--- src/rtl/ixu_mc_sequencer_if.sv ---
// Multi-cycle issue, execution-strobe and writeback/wakeup bundle of the IXU multi-cycle port.
// The slave side is the sequencer; the master side is the scheduler/testbench.
interface ixu_mc_sequencer_if;
   logic       mc_vld_i;
   logic [5:0] mc_rob_i;
   logic [5:0] mc_prd_i;
   logic       mc_div_i;
   logic       mc_busy_o;
   logic       mul_start_o;
   logic       div_start_o;
   logic       wb_vld_o;
   logic [5:0] wb_rob_o;
   logic [5:0] wb_prd_o;
   logic       wb_sel_o;

   modport slave (
      input  mc_vld_i, mc_rob_i, mc_prd_i, mc_div_i,
      output mc_busy_o, mul_start_o, div_start_o,
      output wb_vld_o, wb_rob_o, wb_prd_o, wb_sel_o
   );

   modport master (
      output mc_vld_i, mc_rob_i, mc_prd_i, mc_div_i,
      input  mc_busy_o, mul_start_o, div_start_o,
      input  wb_vld_o, wb_rob_o, wb_prd_o, wb_sel_o
   );
endinterface

--- src/rtl/ixu_mc_sequencer.sv ---
// Sequences a pipelined multiplier and a shared iterative divider behind one multi-cycle issue
// port and merges both completion streams onto a single registered writeback/wakeup port.
module ixu_mc_sequencer #(
   parameter int unsigned MUL_LAT    = 3,
   parameter int unsigned DIV_CYCLES = 16
) (
   input logic                core_clock_i,
   input logic                core_reset_i,
   input logic                core_flush_i,
   ixu_mc_sequencer_if.slave  mc
);

   localparam int unsigned CntW = $clog2(DIV_CYCLES);

   typedef enum logic [1:0] {StIdle, StRun, StDone} state_e;

   state_e            r_state;
   state_e            w_state_d;
   logic [CntW-1:0]   r_cnt;
   logic [CntW-1:0]   w_cnt_d;
   logic [11:0]       r_div_tag;
   logic              r_wb_vld;
   logic [5:0]        r_wb_rob;
   logic [5:0]        r_wb_prd;
   logic              r_wb_sel;

   logic [11:0]       w_issue_tag;
   logic              w_mul_acc;
   logic              w_div_acc;
   logic              w_claim_vld;
   logic [11:0]       w_claim_tag;
   logic              w_grant;

   assign w_issue_tag = {mc.mc_rob_i, mc.mc_prd_i};
   assign w_mul_acc   = mc.mc_vld_i & ~mc.mc_div_i & ~core_flush_i;
   // A divide arriving while the divider is occupied is dropped without a strobe.
   assign w_div_acc   = mc.mc_vld_i & mc.mc_div_i & ~core_flush_i & (r_state == StIdle);

   // Multiplier token pipe; its last stage is the token that loads wb at the next edge.
   if (MUL_LAT == 1) begin : g_lat1
      assign w_claim_vld = w_mul_acc;
      assign w_claim_tag = w_issue_tag;
   end else begin : g_pipe
      logic [MUL_LAT-2:0]        r_pipe_vld;
      logic [MUL_LAT-2:0][11:0]  r_pipe_tag;

      always_ff @(posedge core_clock_i or posedge core_reset_i) begin
         if (core_reset_i) begin
            r_pipe_vld <= '0;
            r_pipe_tag <= '0;
         end else begin
            r_pipe_vld[0] <= w_mul_acc;
            r_pipe_tag[0] <= w_issue_tag;
            for (int i = 1; i < int'(MUL_LAT) - 1; i++) begin
               r_pipe_vld[i] <= r_pipe_vld[i-1] & ~core_flush_i;
               r_pipe_tag[i] <= r_pipe_tag[i-1];
            end
         end
      end

      assign w_claim_vld = r_pipe_vld[MUL_LAT-2];
      assign w_claim_tag = r_pipe_tag[MUL_LAT-2];
   end

   // Multiplier has fixed priority; the divider waits in DONE until the port is free.
   assign w_grant = (r_state == StDone) & ~w_claim_vld & ~core_flush_i;

   always_comb begin
      w_state_d = r_state;
      w_cnt_d   = r_cnt;
      if (core_flush_i) begin
         w_state_d = StIdle;
      end else begin
         unique case (r_state)
            StIdle: begin
               if (w_div_acc) begin
                  w_state_d = StRun;
                  w_cnt_d   = CntW'(DIV_CYCLES - 1);
               end
            end
            StRun: begin
               w_cnt_d = r_cnt - CntW'(1);
               if (r_cnt == CntW'(1)) begin
                  w_state_d = StDone;
               end
            end
            StDone: begin
               if (w_grant) begin
                  w_state_d = StIdle;
               end
            end
            default: w_state_d = StIdle;
         endcase
      end
   end

   always_ff @(posedge core_clock_i or posedge core_reset_i) begin
      if (core_reset_i) begin
         r_state   <= StIdle;
         r_cnt     <= '0;
         r_div_tag <= '0;
      end else begin
         r_state <= w_state_d;
         r_cnt   <= w_cnt_d;
         if (w_div_acc) begin
            r_div_tag <= w_issue_tag;
         end
      end
   end

   always_ff @(posedge core_clock_i or posedge core_reset_i) begin
      if (core_reset_i) begin
         r_wb_vld <= 1'b0;
         r_wb_rob <= '0;
         r_wb_prd <= '0;
         r_wb_sel <= 1'b0;
      end else if (core_flush_i) begin
         r_wb_vld <= 1'b0;
      end else if (w_claim_vld) begin
         r_wb_vld <= 1'b1;
         {r_wb_rob, r_wb_prd} <= w_claim_tag;
         r_wb_sel <= 1'b0;
      end else if (w_grant) begin
         r_wb_vld <= 1'b1;
         {r_wb_rob, r_wb_prd} <= r_div_tag;
         r_wb_sel <= 1'b1;
      end else begin
         r_wb_vld <= 1'b0;
      end
   end

   assign mc.mc_busy_o   = (r_state == StRun) | ((r_state == StDone) & ~w_grant)
                         | (mc.mc_vld_i & mc.mc_div_i);
   assign mc.mul_start_o = w_mul_acc;
   assign mc.div_start_o = w_div_acc;
   assign mc.wb_vld_o    = r_wb_vld;
   assign mc.wb_rob_o    = r_wb_rob;
   assign mc.wb_prd_o    = r_wb_prd;
   assign mc.wb_sel_o    = r_wb_sel;

endmodule

--- src/flat_wrapper.sv ---
// flat-port wrapper written by rule: the top's interface ports become plain ports
module ixu_mc_sequencer_flat 
#(
   parameter int unsigned MUL_LAT    = 3,
   parameter int unsigned DIV_CYCLES = 16
)
  (core_clock_i, core_reset_i, core_flush_i, mc_mc_vld_i, mc_mc_rob_i, mc_mc_prd_i, mc_mc_div_i, mc_mc_busy_o, mc_mul_start_o, mc_div_start_o, mc_wb_vld_o, mc_wb_rob_o, mc_wb_prd_o, mc_wb_sel_o);
  ixu_mc_sequencer_if mc_i ();
  input logic core_clock_i;
  input logic core_reset_i;
  input logic core_flush_i;
  input wire logic [$bits(mc_i.mc_vld_i)-1:0] mc_mc_vld_i;
  input wire logic [$bits(mc_i.mc_rob_i)-1:0] mc_mc_rob_i;
  input wire logic [$bits(mc_i.mc_prd_i)-1:0] mc_mc_prd_i;
  input wire logic [$bits(mc_i.mc_div_i)-1:0] mc_mc_div_i;
  output wire logic [$bits(mc_i.mc_busy_o)-1:0] mc_mc_busy_o;
  output wire logic [$bits(mc_i.mul_start_o)-1:0] mc_mul_start_o;
  output wire logic [$bits(mc_i.div_start_o)-1:0] mc_div_start_o;
  output wire logic [$bits(mc_i.wb_vld_o)-1:0] mc_wb_vld_o;
  output wire logic [$bits(mc_i.wb_rob_o)-1:0] mc_wb_rob_o;
  output wire logic [$bits(mc_i.wb_prd_o)-1:0] mc_wb_prd_o;
  output wire logic [$bits(mc_i.wb_sel_o)-1:0] mc_wb_sel_o;
  assign mc_i.mc_vld_i = mc_mc_vld_i;
  assign mc_i.mc_rob_i = mc_mc_rob_i;
  assign mc_i.mc_prd_i = mc_mc_prd_i;
  assign mc_i.mc_div_i = mc_mc_div_i;
  assign mc_mc_busy_o = mc_i.mc_busy_o;
  assign mc_mul_start_o = mc_i.mul_start_o;
  assign mc_div_start_o = mc_i.div_start_o;
  assign mc_wb_vld_o = mc_i.wb_vld_o;
  assign mc_wb_rob_o = mc_i.wb_rob_o;
  assign mc_wb_prd_o = mc_i.wb_prd_o;
  assign mc_wb_sel_o = mc_i.wb_sel_o;
  ixu_mc_sequencer #(.MUL_LAT(MUL_LAT), .DIV_CYCLES(DIV_CYCLES)) u_core (.core_clock_i(core_clock_i), .core_reset_i(core_reset_i), .core_flush_i(core_flush_i), .mc(mc_i));
endmodule
--- config.mk ---
export PLATFORM = sky130hd
export DESIGN_NAME = ixu_mc_sequencer_flat
export DESIGN_NICKNAME = d
export VERILOG_FILES = /design/src/rtl/ixu_mc_sequencer_if.sv /design/src/rtl/ixu_mc_sequencer.sv /design/src/flat_wrapper.sv
export SDC_FILE = /design/constraint.sdc
export NUM_CORES = 1
export LEC_CHECK = 0
export ABC_AREA = 1
export CAP_MARGIN = 5
export CORE_AREA = 2 2 72 74
export CTS_CLUSTER_SIZE = 24
export DETAILED_ROUTE_END_ITERATION = 6
export DIE_AREA = 0 0 74 76
export GPL_ROUTABILITY_DRIVEN = 0
export PLACE_DENSITY = 0.74
export SKIP_CTS_REPAIR_TIMING = 1
export SYNTH_ARGS = -nofsm -noshare
export SYNTH_HDL_FRONTEND = slang
export SYNTH_SLANG_ARGS = --single-unit
--- constraint.sdc ---
create_clock -name core_clock_i -period 1.7 [get_ports core_clock_i]
set_input_delay 0.34 -clock core_clock_i [delete_from_list [all_inputs] [get_ports core_clock_i]]
set_output_delay 0.34 -clock core_clock_i [all_outputs]
set_load 0.05 [all_outputs]
==> results by stage <==
Place:
- The HPWL reported at the end of detailed placement is 2760 um.
- The area of placed instances is 2730 um^2.
- Input and output buffers added on the ports amount to 33.

Run status:
- The final reports fail on negative setup slack.
- The run finished, with violations left.

Drt:
- The via count is 1536.
- The wire length after detailed routing is 3880 um.
- The violation count after the first detailed-routing iteration is 96.
- The average vias per placed instance is 4.44.
- For this run, design rule violations remaining after detail routing come to 0.
- In this run the remaining antenna-violating nets after routing total 0.
- The count of TritonRoute iterations in the first routing pass is 4.
- Dividing the detail-routed wire length by the instance count gives 11.2 um.

Setup path:
- Counting stages on the worst path, the most repeated cell is sky130_fd_sc_hd__nand3_2.
- The largest driver fanout on the critical path is 4.
- The critical path goes through inv_2, nor2_4, nand3_2, nand2_2, nand3_2, buf_12.
- The critical path is of the register to output pin type.
- The data arrival time of the critical path is 1.38 ns.
- STA classifies the critical path endpoint as an output pin.
- The kind of start point of the critical path is a register.
- The maximum single-stage delay on the critical path is 0.38 ns.
- The critical path's top delay family is simple AND/OR/NAND/NOR gates.
- Counting both buffers and inverters, the worst setup path holds a total of 2.
- The endpoint required time on the critical path is 1.36 ns.
- The slowest stage of the critical path belongs to the cell sky130_fd_sc_hd__dfrtp_1.

Timing:
- The count of endpoints failing hold in the final timing report is 0.
- Adding up every negative setup slack in the final design gives -0.0193 ns.
- Setup violations remaining at the end of the flow were counted as 1.
- The measured slew at the worst slew-check pin is 0.377 ns.
- The worst pin sits at a relative slew slack of 74.8%.
- The achievable clock frequency is 0.582 GHz.
- Setup repair after global routing could not meet its margin everywhere.
- After layout, the worst path uses 101% of the clock period.
- The worst setup margin is -0.0193 ns.
- The minimum period implied by the final worst setup slack is 1.72 ns.
- Across the routed clock network, the largest skew measured is 0.00429 ns.
- The total count of max-transition violations in the final report is 0.

Global routing:
- Entering global routing, the biggest net connects 27 pins.
- The via count of the first global-routing pass is 1478.
- The first global-routing pass estimated 6330 um of wire.
- The global-route usage over all layers is 15.2%.
- After global routing, the most crowded layer is met2.
- The initial antenna violation count is 0.
- The met2 capacity usage during global routing is 23.2%.
- For this run the aggregate overflow at the end of global routing stands at 0.
- The met1 track demand over resource is 18.9%.
- For this run, global-route usage on met3 was measured as 3.17%.

Logic synthesis:
- The main combinational cell family by area after synthesis is simple AND/OR/NAND/NOR gates.
- Summing the areas of all compound-gate instances in the mapped netlist gives 10.4% of the synthesized area.
- The post-synthesis instance area is 2280 um^2.
- Synthesis produced 223 cells.
- The simple-gate share of the synthesized area is 17.4%.
- Averaged over all synthesized cells, the footprint is 10.2 um^2.
- During synthesis, Yosys emitted a total of 0 warnings.
- The primary flip-flop cell chosen by synthesis mapping is sky130_fd_sc_hd__dfrtp_1.
- Counting every net in the synthesized netlist gives 242.
- The mux cell area share after synthesis is 0%.
- The share of flip-flops with an asynchronous set or reset is 100%.
- The adder-cell share of the synthesized area is 1.10%.
- The synthesized design contains 0 enable-type register cells.
- The register bit total from synthesis is 58.
- The cell with the most instances after synthesis is sky130_fd_sc_hd__nand2_1.
- The commonest cells after synthesis are 65 x sky130_fd_sc_hd__nand2_1, 58 x sky130_fd_sc_hd__dfrtp_1, 23 x sky130_fd_sc_hd__o21ai_0.
- The count of distinct cell types in the synthesized netlist is 20.
- The proportion of synthesized chip area in sequential cells is 63.7%.
- By area the synthesized netlist is led by sky130_fd_sc_hd__dfrtp_1 64%, sky130_fd_sc_hd__nand2_1 11%, sky130_fd_sc_hd__o21ai_0 5.1%, sky130_fd_sc_hd__inv_1 3.6%, sky130_fd_sc_hd__o21ai_2 2.7%.
- The most area-hungry cell type in the Yosys netlist is sky130_fd_sc_hd__dfrtp_1.
- Of the total synthesized cell area, the portion taken by XOR and XNOR cells is 0%.
- The top cell type by area accounts for 63.7% of the synthesized area.

Floorplan:
- The die is 74 um wide.
- After floorplanning, the core was divided into 26 placement rows.
- The die covers 5620 um^2.
- The placeable core region is 4910 um^2.
- The top-level I/O count is 34.
- Measured along the y axis, the die boundary spans 76 um.
- The initial utilization of the core area, before any placement, comes to 46.4%.

Clock network:
- The clock reaches the later pin of the worst-skew pair after 0.33 ns.
- The cell at the root of the clock tree is sky130_fd_sc_hd__clkbuf_8.
- In this run, CTS created clock tree buffers numbering 9.
- The maximum clock path buffer count is 2.
- Clock-pin slew was measured on the worst setup and hold paths at 0.06 ns.
- The TritonCTS clock tree is done.
- The H-tree depth reported by CTS is 3.
- The total clock sinks is 58.

Finish:
- Compared with the post-synthesis result, the final layout area differs by 28.4%.
- After routing the design area is 2920 um^2.
- The share of post-route cells with drive strength above 1 is 24.6%.
- The number of inserted diodes is 0.
- In the final design database the tool counted 291 nets.

Power:
- IR analysis of the VDD net gives a maximum drop of 0.527 mV.
- The internal portion of the total power is 2.86 mW.
- The register share of total power is 40.8%.
- The net switching share of the total power is 38.9%.
- The ratio of total power to cell area is 1600 nW/um^2.
- For this design the total switching power over the nets is 1.82 mW.
- The clock power share is 21.3%.
- Combinational cells account for 37.8% of the total power.
- For this design the static power due to leakage is 1.44 nW.

Job:
- The count of maximum capacitance violations is 0.

Hold path:
- The type of the worst min-delay path is input port to async pin.
[layer usage]
metal | part of all wire [%] | vias to the layer above | wire, um
met5 | 0 | - | 0
met1 | 46 | 696 | 1770
met3 | 3.9 | 9 | 152
met4 | 2.9 | 0 | 111
met2 | 48 | 38 | 1840
li1 | - | 793 | -
[power by group through the flow]
stage	registers, mW	clock network [mW]	logic, mW
2_1_floorplan	2.40	0	0.762
3_3_place_gp	1.92	0	1.73
3_5_place_dp	1.94	0	1.77
4_1_cts	1.91	1.03	1.77
5_1_grt	1.96	1.08	1.94
6_report	1.91	0.998	1.77
[sequential cells by signal, summed over array words and instances, names as in the netlist, 2 cells and up]
name and flops:
u_core.g_pipe.r_pipe_tag 12, u_core.w_claim_tag 12, u_core.mc.wb_prd_o 6, u_core.r_cnt 4
u_core.r_div_tag 12, u_core.mc.wb_rob_o 6, u_core.r_state 2, u_core.g_pipe.r_pipe_vld 2
[metrics by stage]
stage | hold slack [ns] | total power, mW | worst slack [ns] | utilization (%) | cells
2_1_floorplan | 0.331 | 3.17 | 0.123 | - | 223
3_3_place_gp | 0.331 | 3.65 | -0.0496 | 55.5 | 328
3_5_place_dp | 0.335 | 3.70 | -0.0642 | 55.5 | 328
4_1_cts | 0.339 | 4.71 | -0.0747 | 58.6 | 343
5_1_grt | 0.350 | 4.98 | -0.0535 | 59.5 | 346
6_report | 0.347 | 4.68 | -0.0193 | 59.5 | 346
[kinds of logic after synthesis]
logic type,Yosys count
buffers and inverters,34
adders and majority gates,2
DFF,58
AOI/OAI and AO/OA,42
and+or+nand+nor,87
[cell usage in the layout, fill, tap and decap left out, types with 5 or more instances in the layout]
| cell | n |
|---|---|
| sky130_fd_sc_hd__dfrtp_1 | 57 |
| sky130_fd_sc_hd__o21ai_2 | 7 |
| sky130_fd_sc_hd__o21ai_1 | 11 |
| sky130_fd_sc_hd__o21ai_0 | 23 |
| sky130_fd_sc_hd__inv_1 | 21 |
| sky130_fd_sc_hd__nor2_1 | 7 |
| sky130_fd_sc_hd__buf_4 | 26 |
| sky130_fd_sc_hd__nand2_1 | 63 |
| sky130_fd_sc_hd__clkdlybuf4s50_1 | 13 |
| sky130_fd_sc_hd__buf_12 | 5 |
| sky130_fd_sc_hd__clkbuf_8 | 9 |
[layout make-up]
| cell class | count | area (um^2) |
|---|---|---|
| inverters | 25 | 97.6 |
| clock buffers | 11 | 131 |
| fillers | 394 | 1990 |
| flip-flops and latches | 58 | 1450 |
| multi-input cells | 131 | 672 |
| well taps | 70 | 87.6 |
| repair buffers | 47 | 463 |
| clock inverters | 4 | 20.0 |
[worst paths after layout]
| check | from | to | slack [ns] | depth (start not counted) |
|---|---|---|---|---|
| max | u_core.r_state[1] | mc_mc_busy_o | -0.02 | 6 |
| min | core_reset_i | u_core.mc.wb_prd_o[0] | 0.35 | 2 |
| max reg2reg | u_core.r_state[1] | u_core.r_div_tag[7] | 0.31 | 8 |
| min reg2reg | u_core.g_pipe.r_pipe_tag[6] | u_core.w_claim_tag[6] | 0.35 | 0 |
| max in group asynchronous | core_reset_i | u_core.r_state[0] | 0.90 | 3 |
| min in group core_clock_i | u_core.g_pipe.r_pipe_tag[6] | u_core.w_claim_tag[6] | 0.35 | 0 |
No activity file was read; power rests on OpenSTA's default activity.
